### src/rtl/accel_pkg.sv
// Shared constants, FSM encoding and overflow helper for the dot-product datapath.
package accel_pkg;

  localparam int PROD_W    = 16;
  localparam int ACC_W_DEF = 32;
  localparam int CNT_W_DEF = 8;

  typedef enum logic {
    ST_ACCUM = 1'b0,
    ST_HOLD  = 1'b1
  } acc_state_e;

  // Two's-complement add overflows only when both operands agree in sign and the result does not.
  function automatic logic add_ovf(input logic a_sign, input logic b_sign, input logic r_sign);
    return (a_sign == b_sign) && (r_sign != a_sign);
  endfunction

endpackage

### src/rtl/dot_acc_add.sv
// Combinational accumulate step: sign-extends the product, adds, flags signed overflow.
// With DOT_ACC_SAT_EN defined an overflowing sum clamps to the signed limits; otherwise it wraps.
module dot_acc_add
  import accel_pkg::*;
#(
  parameter int ACC_W = ACC_W_DEF
) (
  input  logic signed [ACC_W-1:0]  acc_i,
  input  logic signed [PROD_W-1:0] prod_i,
  output logic signed [ACC_W-1:0]  sum_o,
  output logic                     ovf_o
);

  logic signed [ACC_W-1:0] prod_ext;
  logic signed [ACC_W-1:0] raw_sum;

  assign prod_ext = {{(ACC_W-PROD_W){prod_i[PROD_W-1]}}, prod_i};
  assign raw_sum  = acc_i + prod_ext;
  assign ovf_o    = add_ovf(acc_i[ACC_W-1], prod_ext[ACC_W-1], raw_sum[ACC_W-1]);

`ifdef DOT_ACC_SAT_EN
  localparam logic [ACC_W-1:0] SAT_MAX = {1'b0, {(ACC_W-1){1'b1}}};
  localparam logic [ACC_W-1:0] SAT_MIN = {1'b1, {(ACC_W-1){1'b0}}};

  // On overflow both operands share a sign, so the accumulator sign picks the rail.
  always_comb begin
    sum_o = raw_sum;
    if (ovf_o) begin
      sum_o = acc_i[ACC_W-1] ? SAT_MIN : SAT_MAX;
    end
  end
`else
  assign sum_o = raw_sum;
`endif

endmodule

### src/rtl/dot_accumulator.sv
// Streams signed 16-bit products into a signed accumulator; in_last latches the result for handoff.
// Latency 1 cycle from last beat to out_valid; in HOLD input is stalled until out_ready. Optional macro: DOT_ACC_SAT_EN.
module dot_accumulator
  import accel_pkg::*;
#(
  parameter int ACC_W = ACC_W_DEF,
  parameter int CNT_W = CNT_W_DEF
) (
  input  logic                     clk,
  input  logic                     rst,
  input  logic                     in_valid,
  output logic                     in_ready,
  input  logic signed [PROD_W-1:0] in_prod,
  input  logic                     in_last,
  output logic                     out_valid,
  input  logic                     out_ready,
  output logic signed [ACC_W-1:0]  out_acc,
  output logic [CNT_W-1:0]         out_count,
  output logic                     out_ovf
);

  acc_state_e              state_q;
  logic signed [ACC_W-1:0] acc_q, acc_d;
  logic [CNT_W-1:0]        cnt_q, cnt_d;
  logic                    ovf_q, ovf_d;
  logic                    add_ovf_w;
  logic signed [ACC_W-1:0] out_acc_q;
  logic [CNT_W-1:0]        out_count_q;
  logic                    out_ovf_q;

  dot_acc_add #(
    .ACC_W (ACC_W)
  ) u_add (
    .acc_i  (acc_q),
    .prod_i (in_prod),
    .sum_o  (acc_d),
    .ovf_o  (add_ovf_w)
  );

  assign cnt_d = (cnt_q == {CNT_W{1'b1}}) ? cnt_q : cnt_q + CNT_W'(1);
  assign ovf_d = ovf_q | add_ovf_w;

  always_ff @(posedge clk) begin
    if (rst) begin
      state_q     <= ST_ACCUM;
      acc_q       <= '0;
      cnt_q       <= '0;
      ovf_q       <= 1'b0;
      out_acc_q   <= '0;
      out_count_q <= '0;
      out_ovf_q   <= 1'b0;
    end else begin
      case (state_q)
        ST_ACCUM: begin
          if (in_valid) begin
            if (in_last) begin
              // Partial state is kept until handoff and cleared when the result is taken.
              out_acc_q   <= acc_d;
              out_count_q <= cnt_d;
              out_ovf_q   <= ovf_d;
              state_q     <= ST_HOLD;
            end else begin
              acc_q <= acc_d;
              cnt_q <= cnt_d;
              ovf_q <= ovf_d;
            end
          end
        end
        ST_HOLD: begin
          if (out_ready) begin
            state_q <= ST_ACCUM;
            acc_q   <= '0;
            cnt_q   <= '0;
            ovf_q   <= 1'b0;
          end
        end
        default: state_q <= ST_ACCUM;
      endcase
    end
  end

  assign in_ready  = (state_q == ST_ACCUM);
  assign out_valid = (state_q == ST_HOLD);
  assign out_acc   = out_acc_q;
  assign out_count = out_count_q;
  assign out_ovf   = out_ovf_q;

endmodule

### config.mk
export PLATFORM = sky130hd
export DESIGN_NAME = dot_accumulator
export DESIGN_NICKNAME = d
export VERILOG_FILES = /design/src/rtl/accel_pkg.sv /design/src/rtl/dot_acc_add.sv /design/src/rtl/dot_accumulator.sv
export SDC_FILE = /design/constraint.sdc
export NUM_CORES = 1
export LEC_CHECK = 0
export CORE_MARGIN = 8
export CORE_UTILIZATION = 32
export DETAILED_ROUTE_END_ITERATION = 10
export HOLD_SLACK_MARGIN = 0.08
export PLACE_DENSITY = 0.51
export SETUP_SLACK_MARGIN = 0.02
export SLEW_MARGIN = 25
export SYNTH_ARGS = -nofsm -noshare
export SYNTH_HDL_FRONTEND = slang
export SYNTH_SLANG_ARGS = --single-unit
export TNS_END_PERCENT = 1
### constraint.sdc
create_clock -name clk -period 6.7 [get_ports clk]
set_input_delay 0.67 -clock clk [delete_from_list [all_inputs] [get_ports clk]]
set_output_delay 0.67 -clock clk [all_outputs]
set_load 0.05 [all_outputs]
==> key figures <==
Clocking
  • Clock-pin transition on the worst setup and hold timing paths: around 60 ps
  • Htree depth: 3
  • Num CTS Buffers: 9
  • Clk Latency, worst-skew pair: about 350 ps
  • Longest Clk Path Bufs: 2
  • Postcts setup bufs: 0
  • Hold_buf cts: 0
  • Root buffer cell: clkbuf_16
  • PostCTS Resize Cnt: 0
  • CTS tree: done
  • Clk sinks: between 80 and 90

Die
  • # IOs: 64
  • Die Span X: 142 um
  • Die area: around 20,000 um2
  • Initial Utilization: approximately a third
  • Chip Height: approximately 140 um
  • Total core area: about 16,000 um2
  • Row count: between 40 and 50

STA
  • Final slew viol count: 0
  • Setup TNS: 0 ps
  • Final Setup Violations: 0
  • Worst Max-Slew Pin Slew: roughly 900 ps
  • Max frequency: ~0.31 GHz
  • Setup Skew: about 9.5 ps
  • RSZ-0062 raised after global routing: no
  • Final Hold Viols: 0
  • Min cycle time layout: 3200 ps
  • Worst slew margin: around two fifths
  • Ratio of final minimum period to clock period: 47.8%

Power and ir drop
  • Pleak: around 2.5 nW
  • VDD IR max: roughly 0.00012 V
  • Pwr/cell area: around 240 nW/um2
  • Total power: between 1 and 1.5 mW

Worst setup path
  • CP endpoint kind: flop
  • Kind of critical path: in -> reg
  • Worst setup SP type: input port
  • Worst Path Required: 6920 ps
  • Arr. time, crit path: 3420 ps
  • Critical-path maximum fanout: 6

Hold path
  • HP Class: reg -> reg

GRT
  • Number of global-route vias before repair: around 4,700
  • Initial antenna violation count: 0
  • First-pass GRT wire length: approximately 24,000 um
  • Largest net degree at the start of global routing: 67
  • GRT Util Overall: 15.1%
  • Total grt overflow: 0

Yosys
  • Synth Net Count: 694
  • Top_reg_cell synth: dfxtp_1
  • Post-synth EDFFs: 0
  • Sequential area share after synthesis: about a third
  • FF+latch count, synth: a little over 80
  • Syn Inst Count: 640
  • Avg Cell Area, Syn: around 7.9 um2
  • Unique masters post-synth: 67
  • Cell Area, Synth: approximately 5000 um2
  • Fraction of registers with async set/reset: 0%
  • Ys Warns: 0

Cells and area
  • Share of cells above drive strength 1: 4.92%
  • Nets: 741
  • Number of fillers in the final layout: 1,640
  • Number of diodes: 0
  • Cell area after layout: ~6200 um2
  • Area delta synth->final: 22.4%
  • Final core occ: approximately two fifths

Placement
  • Post-DP Area: a little under 6000 um2
  • Hpwl dp: roughly 11,000 um
  • PortBufs: 63
  • Gpl congestion: 0.910

Route
  • DRT Wirelength: approximately 15,000 um
  • DRC Markers: 0
  • Drt initial violations: ~430
  • Via count: ~4,800
  • DRT antenna net count: 0
  • Routed len/inst: between 15 and 20 um
  • Via-to-Cell Ratio: 5.30
  • First drt pass iteration count: 4

Job
  • Max cap viols: 0

Status
  • Result of the run: finished clean
## placed cells by master, fill, tap and decap left out, types with 9 or more instances in the layout
cell / n
clkdlybuf4s50_1: 61
and3_1: 9
xor2_1: 9
o21ai_0: 19
nor2_1: 68
nand3_1: 22
nand2_1: 75
clkbuf_16: 9
o21ai_1: 16
dfxtp_1: 83
ha_1: 32
a21oi_1: 64
a21o_1: 27
nor3_1: 17
a22oi_1: 13
xnor2_1: 15
inv_1: 13
## path summary, 6_finish.rpt
path / start / end / slack [ps] / depth (start not counted)
worst max-delay path: in_prod[0] / out_acc[20] / 3500 / 12
worst min-delay path: out_acc[18] / out_acc[18] / 450 / 2
worst max register to register: out_valid / acc_q[28] / 3920 / 8
worst min register to register: out_acc[18] / out_acc[18] / 450 / 2
## metal layers
| layer | track usage (%) | up-vias | routed length [um] |
|---|---|---|---|
| met4 | 5.54 | 0 | 212 |
| met5 | 0 | - | 0 |
| met1 | 19.5 | 2276 | 7040 |
| met2 | 24.7 | 84 | 6930 |
| met3 | 2.72 | 13 | 661 |
| li1 | - | 2434 | - |
## kinds of logic after synthesis
group / count (synthesis) / synth area share [%]
flip-flops: 83 / 32.9
XOR/XNOR: 24 / 4.16
adder cells (fa/ha/maj): 33 / 8.33
AO/OA/AOI/OAI: 211 / 28.3
buffers and inverters: 48 / 3.62
multiplexers: 4 / 0.793
AND/OR/NAND/NOR: 237 / 21.9
## state kept, by name (all words and copies together) (netlist names)
| name | count |
|---|---|
| acc_q | 32 |
| out_count | 8 |
| cnt_q | 8 |
| ovf_q | 1 |
| out_acc | 32 |
| out_ovf | 1 |
| out_valid | 1 |
## synth_stat cells (all sizes together) (6+ instances only)
master   n  area [um2]
a211oi   9        80.1
a21o    27         203
a21oi   66         338
a22oi   13        97.6
a31oi    6        37.5
and3     9        56.3
buf      7        28.8
clkbuf  25        93.8
dfxtp   83        1660
ha      32         400
inv     14        52.6
nand2   75         282
nand3   23         115
nand4    8        50.1
nor2    69         259
nor3    17        85.1
o21ai   37         200
xnor2   15         131
xor2     9        78.8
## report_power, final
| part | internal [mW] | total [mW] | switching, mW | leakage (nW) |
|---|---|---|---|---|
| sequential | 0.525 | 0.545 | 0.0196 | 0.677 |
| clock | 0.336 | 0.541 | 0.205 | 0.150 |
| combinational | 0.140 | 0.383 | 0.244 | 1.64 |
## critical path, cell delays in order
cell and delay [ps]:
clkdlybuf4s50_1 410, ha_1 230, inv_1 80, fa_1 200, nor2b_1 50, o21a_1 180
o21ai_2 270, a21oi_1 220, o211ai_1 380, nand2_1 280, xnor2_1 340, a21oi_1 110
## through the flow
stage                     setup WS [ps]  hold slack [ps]  std cells
after detailed placement           2490              446        892
after CTS                          2860              456        907
after global routing               3260              474        907
final                              3500              454        907
after global placement             2630              437        892
after floorplan                    3990              429        640
## final cells by class
cell class	count	area [um2]	area share [%]
Multi-Input combinational cell	509	3220	52.1
Sequential cell	83	1660	26.9
Timing Repair Buffer	68	658	10.6
Tap cell	216	270	4.37
Clock buffer	13	250	4.05
Clock inverter	2	60.1	0.972
Inverter	16	60.1	0.972
Note: power is estimated with default switching activity, not from simulation.
